### config.mk
export PLATFORM = sky130hd
export DESIGN_NAME = dds_tone_sequencer
export DESIGN_NICKNAME = d
export VERILOG_FILES = /design/src/rtl/dds_pkg.sv /design/src/rtl/dds_quadrant_decode.sv /design/src/rtl/dds_tone_sequencer.sv
export SDC_FILE = /design/constraint.sdc
export NUM_CORES = 1
export LEC_CHECK = 0
export CAP_MARGIN = 10
export CORE_ASPECT_RATIO = 2
export CORE_UTILIZATION = 58
export CTS_CLUSTER_SIZE = 10
export DETAILED_ROUTE_END_ITERATION = 7
export GPL_TIMING_DRIVEN = 0
export HOLD_SLACK_MARGIN = 0.1
export PLACE_DENSITY = 0.81
export SYNTH_ARGS = -nofsm -noshare
export SYNTH_HDL_FRONTEND = slang
export SYNTH_SLANG_ARGS = --single-unit
### constraint.sdc
create_clock -name clk -period 2.8 [get_ports clk]
set_input_delay 0.42 -clock clk [delete_from_list [all_inputs] [get_ports clk]]
set_output_delay 0.42 -clock clk [all_outputs]
set_load 0.02 [all_outputs]
### src/rtl/dds_pkg.sv
// Shared types and constants for the DDS phase sequencer and its quadrant decoder.
package dds_pkg;

    typedef enum logic [1:0] {
        IDLE = 2'd0,
        RUN  = 2'd1,
        DONE = 2'd2
    } state_t;

    localparam int LUT_ADDR_W = 6;
    localparam int QUAD_W     = 2;

    localparam logic [QUAD_W-1:0] QUAD_POS_RISE = 2'b00;
    localparam logic [QUAD_W-1:0] QUAD_POS_FALL = 2'b01;
    localparam logic [QUAD_W-1:0] QUAD_NEG_RISE = 2'b10;
    localparam logic [QUAD_W-1:0] QUAD_NEG_FALL = 2'b11;

endpackage

### src/rtl/dds_quadrant_decode.sv
// Splits the top phase bits into quarter-wave LUT address, descending flag and sign.
module dds_quadrant_decode
    import dds_pkg::*;
(
    input  logic [QUAD_W+LUT_ADDR_W-1:0] p,
    output logic [LUT_ADDR_W-1:0]        addr,
    output logic                         phase_pos,
    output logic                         sign_bit
);

    logic [QUAD_W-1:0] quad;

    assign quad = p[QUAD_W+LUT_ADDR_W-1 -: QUAD_W];
    assign addr = p[LUT_ADDR_W-1:0];

    always_comb begin
        phase_pos = 1'b0;
        sign_bit  = 1'b0;
        case (quad)
            QUAD_POS_RISE: begin phase_pos = 1'b0; sign_bit = 1'b0; end
            QUAD_POS_FALL: begin phase_pos = 1'b1; sign_bit = 1'b0; end
            QUAD_NEG_RISE: begin phase_pos = 1'b0; sign_bit = 1'b1; end
            QUAD_NEG_FALL: begin phase_pos = 1'b1; sign_bit = 1'b1; end
            default:       begin phase_pos = 1'b0; sign_bit = 1'b0; end
        endcase
    end

endmodule

### src/rtl/dds_tone_sequencer.sv
// Phase accumulator and burst controller feeding the quarter-wave sine datapath;
// tuning changes are deferred to a period boundary to keep the waveform glitch-free.
module dds_tone_sequencer
    import dds_pkg::*;
#(
    parameter int PHASE_W = 8,
    parameter int CNT_W   = 16
) (
    input  logic                  clk,
    input  logic                  rst,
    input  logic                  cfg_valid,
    output logic                  cfg_ready,
    input  logic [PHASE_W-1:0]    cfg_step,
    input  logic [CNT_W-1:0]      cfg_periods,
    input  logic                  start,
    input  logic                  stop,
    output logic [LUT_ADDR_W-1:0] addr,
    output logic                  phase_pos,
    output logic                  sign_bit,
    output logic                  sample_valid,
    output logic                  busy,
    output logic                  period_tick,
    output logic                  done
);

    state_t               state, state_n;
    logic [PHASE_W-1:0]   phase;
    logic [PHASE_W-1:0]   step_active;
    logic [CNT_W-1:0]     periods_active;
    logic                 pend_valid;
    logic [PHASE_W-1:0]   pend_step;
    logic [CNT_W-1:0]     pend_periods;
    logic [CNT_W-1:0]     cnt;
    logic                 stop_req;

    logic                 running;
    logic [PHASE_W:0]     sum;
    logic                 wrap;
    logic                 xfer;
    logic [CNT_W-1:0]     target;
    logic [CNT_W:0]       cnt_inc;
    logic                 last_period;
    logic                 exit_run;
    logic [PHASE_W-1:0]   start_step;

    logic [LUT_ADDR_W-1:0] dec_addr;
    logic                  dec_pos;
    logic                  dec_sign;

    assign running   = (state == RUN);
    assign sum       = {1'b0, phase} + {1'b0, step_active};
    assign wrap      = running && sum[PHASE_W];
    assign cfg_ready = (state == IDLE) || (running && !pend_valid);
    assign xfer      = cfg_valid && cfg_ready;

    // A pending period count takes over as the target from the wrap that applies it.
    assign target      = pend_valid ? pend_periods : periods_active;
    assign cnt_inc     = {1'b0, cnt} + {{CNT_W{1'b0}}, 1'b1};
    assign last_period = (target != '0) && (cnt_inc == {1'b0, target});
    assign exit_run    = wrap && (last_period || stop_req || stop);
    assign start_step  = xfer ? cfg_step : step_active;

    always_comb begin
        state_n = state;
        case (state)
            IDLE:    if (start && start_step != '0) state_n = RUN;
            RUN:     if (exit_run) state_n = DONE;
            DONE:    state_n = IDLE;
            default: state_n = IDLE;
        endcase
    end

    always_ff @(posedge clk) begin
        if (rst) state <= IDLE;
        else     state <= state_n;
    end

    always_ff @(posedge clk) begin
        if (rst) begin
            phase          <= '0;
            step_active    <= '0;
            periods_active <= '0;
            pend_valid     <= 1'b0;
            pend_step      <= '0;
            pend_periods   <= '0;
            cnt            <= '0;
            stop_req       <= 1'b0;
        end else begin
            case (state)
                IDLE: begin
                    phase <= '0;
                    cnt   <= '0;
                    if (xfer) begin
                        step_active    <= cfg_step;
                        periods_active <= cfg_periods;
                    end
                end
                RUN: begin
                    phase <= sum[PHASE_W-1:0];
                    if (stop) stop_req <= 1'b1;
                    if (wrap) begin
                        // Saturate so a long continuous run never aliases onto a target.
                        cnt <= (&cnt) ? cnt : cnt_inc[CNT_W-1:0];
                        if (pend_valid) begin
                            step_active    <= pend_step;
                            periods_active <= pend_periods;
                            pend_valid     <= 1'b0;
                        end
                    end
                    if (xfer) begin
                        pend_valid   <= 1'b1;
                        pend_step    <= cfg_step;
                        pend_periods <= cfg_periods;
                    end
                end
                DONE: begin
                    phase    <= '0;
                    cnt      <= '0;
                    stop_req <= 1'b0;
                end
                default: ;
            endcase
        end
    end

    dds_quadrant_decode u_decode (
        .p         (phase[PHASE_W-1 -: QUAD_W+LUT_ADDR_W]),
        .addr      (dec_addr),
        .phase_pos (dec_pos),
        .sign_bit  (dec_sign)
    );

    assign addr         = running ? dec_addr : '0;
    assign phase_pos    = running && dec_pos;
    assign sign_bit     = running && dec_sign;
    assign sample_valid = running;
    assign busy         = (state == RUN) || (state == DONE);
    assign period_tick  = wrap;
    assign done         = (state == DONE);

endmodule

Word-level counts from Yosys, hierarchy flattened:

Cells that the tools add are included.

* logic and storage cells: 80
* register bits: 76
* input bits: 29
* output and inout bits: 13

* reductions and logical operators: 34
* add/sub/neg operators: 2
* multiplexer cells: 22
* equality and inequality tests: 13

Operator list (number)
* $mux 16: 5
* $pmux 16 s2: 2
* $pmux 8 s2: 2
* $mux 8: 3
* $add 16x1->17 const B: 1
* $eq 17x16->1: 1
* $reduce_and 16->1: 1
* $reduce_bool 16->1: 1
* $reduce_or 2->1: 5
* $add 8x8->9: 1
* $reduce_and 3->1: 3
* $logic_and 1x1->1: 8
* $ne 2x2->1 const B: 4
* $reduce_and 2->1: 4
* $reduce_bool 2->1: 4
* $reduce_bool 8->1: 1
* $eq 2x2->1 const B: 3
* $mux 6: 1
* $ne 2x1->1 const B: 3
* $pmux 1 s2: 3
* $eq 2x1->1 const B: 2
* $logic_not 2->1: 2
* $logic_or 1x1->1: 4
* $mux 2: 2
* other kinds (3): 5

Longest topological paths before layout:

* depth in word-level cells: 9
* depth in mapped cells: 11
* depth with buffers taken out: 10

Modules after synthesis:

Synthesis repeated with hierarchy kept, for this count alone.

* cells, all modules: 571
* area, all modules: 4633.2 sq um

Modules (own cells, without submodules)
* dds_tone_sequencer: sequential area each 1521.5 sq um, cells each 563, area each 4580.6 sq um, times used 1
* dds_quadrant_decode: sequential area each 0.0 sq um, cells each 8, area each 52.6 sq um, times used 1

Least setup slack after synthesis:

No wires, ideal clock.

* kind: register to register
* start: reg step_active[0]
* end: reg step_active[2]
* arrival: 2470 ps
* cell stages (with the launch flop): 12
* period minus slack after synthesis: 2556 ps
* buffers on the path: 1
* setup time: 86 ps
* data required time: 2714 ps
* path slack: 244 ps
* path through: dfxtp_1 > ha_1 > fa_1 > a21oi_1 > o21ai_1 > o22ai_2 > nor2_1 > a22o_1 > buf_2 > a21boi_1 > nor2_1 > a211oi_1

* word-level cells in the longest chain between the ends: 4

Ends and longest elaborated chain
* from (decl): line dds_tone_sequencer.sv:28 `logic [PHASE_W-1:0] step_active;`
* from (signal assigned): line dds_tone_sequencer.sv:94 `step_active <= cfg_step;`
* from (signal assigned): line dds_tone_sequencer.sv:105 `step_active <= pend_step;`
* $add 8x8->9: line dds_tone_sequencer.sv:51 `assign sum = {1'b0, phase} + {1'b0, step_active};`
* $logic_and 1x1->1: line dds_tone_sequencer.sv:52 `assign wrap = running && sum[PHASE_W];`
* via period_tick: line dds_tone_sequencer.sv:22 `output logic period_tick,`
* $ne 2x1->1 (no source line)
* $reduce_and 3->1 (no source line)

The timed path passes the listed nets, and every way through them passes these cells.
A chain may end at the register's enable or synchronous reset.

Worst setup path after layout:

* start: reg pend_valid
* end: reg state[1]

* word-level cells in the longest chain between the ends: 9
* elaborated cells on any way between the ends: 17
* those cells by class: eq/ne: 3; mux: 2; reduce/logical: 12

Ends and longest elaborated chain
* from (decl): line dds_tone_sequencer.sv:30 `logic pend_valid;`
* from (signal assigned): line dds_tone_sequencer.sv:83 `pend_valid <= 1'b0;`
* from (signal assigned): line dds_tone_sequencer.sv:107 `pend_valid <= 1'b0;`
* from (signal assigned): line dds_tone_sequencer.sv:111 `pend_valid <= 1'b1;`
* parallel branches: the longest is 8 deep, another holds $eq 17x16->1
* $reduce_and 2->1 (no source line) *
* to (signal assigned): line dds_tone_sequencer.sv:75 `else state <= state_n;`
* to (decl): line dds_tone_sequencer.sv:26 `state_t state, state_n;`

Mark *: on every way between the ends.

==> results.md <==
- Number of buffers added by the clock tree synthesis step: 9
- Worst Path Required: 3060 ps
- Headroom to the max-slew limit: 40.72%
- Critical path endpoint: state[1]
- Total core area: 7545 um2
- Overall die width: 64.15 um
- Number of distinct library cells after synthesis: 61
- Static Leak: 1.933 nW
- Clock transition at the registers of the reported paths: 60 ps
- Worst R2R Start: pend_valid
- Crit. Startpoint: pend_valid
- Worst slew pin tran: 889.1 ps
- Post-DP HPWL: 10.66 mm
- Number of levels the H-tree was split into: 3
- Synth Instances: 570
- Total number of placement rows: 45
- CTS Root Cell: sky130_fd_sc_hd__clkbuf_16
- First-pass iteration count of the detailed router: 5
- Placer congestion estimate: 0.9321
- Net count of the mapped netlist: 613
- Avg Cell Area, Syn: 7.861 um2
- Number of synthesized register bits: 76
- Number of maximum-capacitance constraint violations: 0
- Post-Synthesis Cell Area: 4481 um2
- Outcome: complete, but fails checks
- Total number of nets in the final design: 664
- Clock buffer depth: 2
- Layout cells sized above 1: 8.946%
- Most frequent cells in the layout: sky130_fd_sc_hd__dfxtp_1, sky130_fd_sc_hd__nor2_1, sky130_fd_sc_hd__nand2_1
- DRC violation count after routing: 0
- Number of synthesized flops with an enable pin: 0
- Hold-fix buffers, CTS: 0
- Area overhead of the layout relative to synthesis: 20.33%
- Wire length reported by the detailed router: 14.25 mm
- Highest clock rate: 354.9 MHz
- CTS sink count: 76
- CP peak stage delay: 520 ps
- Post-synth ARST share: 0%
- Die Footprint: 8102 um2
- Cells taking the most area after synthesis: sky130_fd_sc_hd__dfxtp_1, sky130_fd_sc_hd__nor2_1, sky130_fd_sc_hd__a21oi_1, sky130_fd_sc_hd__nand2_1, sky130_fd_sc_hd__mux2i_1
- Overall routing resource usage: 37.07%
- Placement Cell Area: 5009 um2
- Post-placement setup slack: -379.2 ps
- Routed length per placed instance: 19.79 um
- Vias per cell: 6.440
- Crit Reg-Reg Endpoint: state[1]
- Ant. Diodes: 0
- Final hold vios: 0
- Via count: 4637
- Initial cell density of the core: 59.39%
- Final period demand of the worst path: 2818 ps
- Critical-path top delay cell: sky130_fd_sc_hd__mux2i_1
- Wire length of the first global-routing pass: 22.61 mm
- Worst R2R Setup Slack: -20 ps
- Worst Setup Path Type: reg -> reg
- Boundary Pins: 42
- Clock latency reported for the late side of the worst-skew pair: 340 ps
- Kind of start point of the critical path: flop
- Hold Crit Class: reg -> reg
- Maximum vdd ir drop: 812.3 uV
- Dominant cell type by area after synthesis: sky130_fd_sc_hd__dfxtp_1
- Final slew viol count: 0
- Total power divided by cell area: 963.4 nW/um2
- Critical-path cell list: buf_6 > buf_4 > mux2i_1 > xor2_1 > xnor2_1 > nor2_1 > nand4_1 > nor4_2 > o41ai_2 > a221oi_2
- Post-route setup slack: -18.05 ps
- Failing checks: negative setup slack
- Number of port buffers: 41
- Die extent in y: 126.3 um
- Skew final: 6.926 ps
- Crit path arrival time: 3080 ps
- Leading cell type in the layout, fill and taps excluded: sky130_fd_sc_hd__dfxtp_1
- Violation count after the first detailed-route iteration: 338
- Kind of capture point of the worst setup path: flop
- Most frequently used flop master after synthesis: sky130_fd_sc_hd__dfxtp_1
- Final setup TNS: -18.05 ps
- Top-area cell type share of the netlist area: 33.96%
- Final clock period utilization by the worst path: 100.6%
- Final instance area: 5391 um2
- Pin count of the biggest net entering global routing: 14
- Number of antenna violations at the first check in global routing: 0
- Total of warnings raised by yosys: 0
- RSZ-0062 raised after global routing: true
- Final setup fails: 1
- Sequential area share after synthesis: 33.96%
- Maximum fanout encountered on the critical timing path: 10
- Vias in the first global route: 4654
- Count of antenna-violating nets left after detailed routing: 0
- Overflow after GRT: 0
- CTS tree: done
- Logic depth of the worst register-to-register path: 10
-- logic make-up after synthesis --
logic type / count (synthesis) / share of synthesized area, %
mux: 25 / 5.669
xor+xnor: 26 / 5.082
flops: 76 / 33.96
fa+ha+maj: 14 / 4.077
buf+inv: 46 / 4.272
simple gates: 237 / 25.91
compound gates: 146 / 21.03
-- critical path, delay by kind of cell (launching register included) --
family                    cells  cell delay [ps]
and+or+nand+nor               3              800
muxes                         1              520
buffers and inverters         2              410
AOI/OAI and AO/OA             2              370
DFF                           1              320
xor gates and xnor gates      2              320
-- sequential cells by signal (all words and copies together) (netlist names) --
name and flops:
periods_active 16, pend_valid 1, pend_periods 16, step_active 8, state 2, stop_req 1, phase 8, pend_step 8
cnt 16
-- stage by stage --
| stage | hold slack, ps | power, mW | cells | utilization (%) |
|---|---|---|---|---|
| after global placement | 443.6 | 3.804 | 705 | 66.38 |
| final | 464.6 | 5.194 | 720 | 71.46 |
| after CTS | 460.9 | 5.110 | 721 | 70.90 |
| after global routing | 479.4 | 5.440 | 720 | 71.46 |
| after floorplan | 436.0 | 3.146 | 570 | - |
| after detailed placement | 452.1 | 3.880 | 705 | 66.38 |
-- timing repair --
action / in CTS / in global routing
pin swaps: 2 / 2
gates resized for setup: 12 / 14
setup endpoints to repair: 37 / 47
buffers inserted: 2 / 0
-- layout make-up --
type	instances	area, um2
well taps	94	117.6
flip-flops and latches	76	1521
plain buffers	35	161.4
clock inverters	6	63.81
multi-input cells	448	2834
inverters	8	30.03
fillers	643	2153
repair buffers	43	424.2
clock buffers	10	239.0
-- metal layers --
| layer | track usage [%] | wire length (um) | vias up | part of all wire [%] |
|---|---|---|---|---|
| met5 | 0 | 0 | - | 0 |
| met3 | 5.216 | 633 | 85 | 4.4 |
| met4 | 34.51 | 1176 | 0 | 8.3 |
| li1 | - | - | 2142 | - |
| met1 | 33.24 | 4666 | 2217 | 33 |
| met2 | 68.21 | 7775 | 193 | 55 |
-- synth_stat cells, types with 10 or more instances --
master and number:
sky130_fd_sc_hd__xnor2_1 18, sky130_fd_sc_hd__nand3_1 13, sky130_fd_sc_hd__o21ai_0 24, sky130_fd_sc_hd__a21oi_1 55, sky130_fd_sc_hd__and2_1 10, sky130_fd_sc_hd__a211oi_1 12
sky130_fd_sc_hd__mux2i_1 24, sky130_fd_sc_hd__nor2_1 77, sky130_fd_sc_hd__dfxtp_1 76, sky130_fd_sc_hd__clkbuf_1 29, sky130_fd_sc_hd__nand2_1 69, sky130_fd_sc_hd__ha_1 13
sky130_fd_sc_hd__or3_1 10
-- power by group --
group | internal [mW] | switching [mW]
Combinational | 0.947 | 1.51
Sequential | 1.31 | 0.234
Clock | 0.713 | 0.482
-- worst min path at each step --
stage,slack (ps),start,cells after the start,end
floorplan,440,pend_periods[10],2,pend_periods[10]
global placement,440,pend_step[3],2,pend_step[3]
detailed placement,450,pend_periods[5],2,pend_periods[5]
CTS,460,pend_step[4],2,pend_step[4]
global route,480,pend_step[4],2,pend_step[4]
finish,460,pend_step[2],2,pend_step[2]
Note: power is estimated with default switching activity, not from simulation.
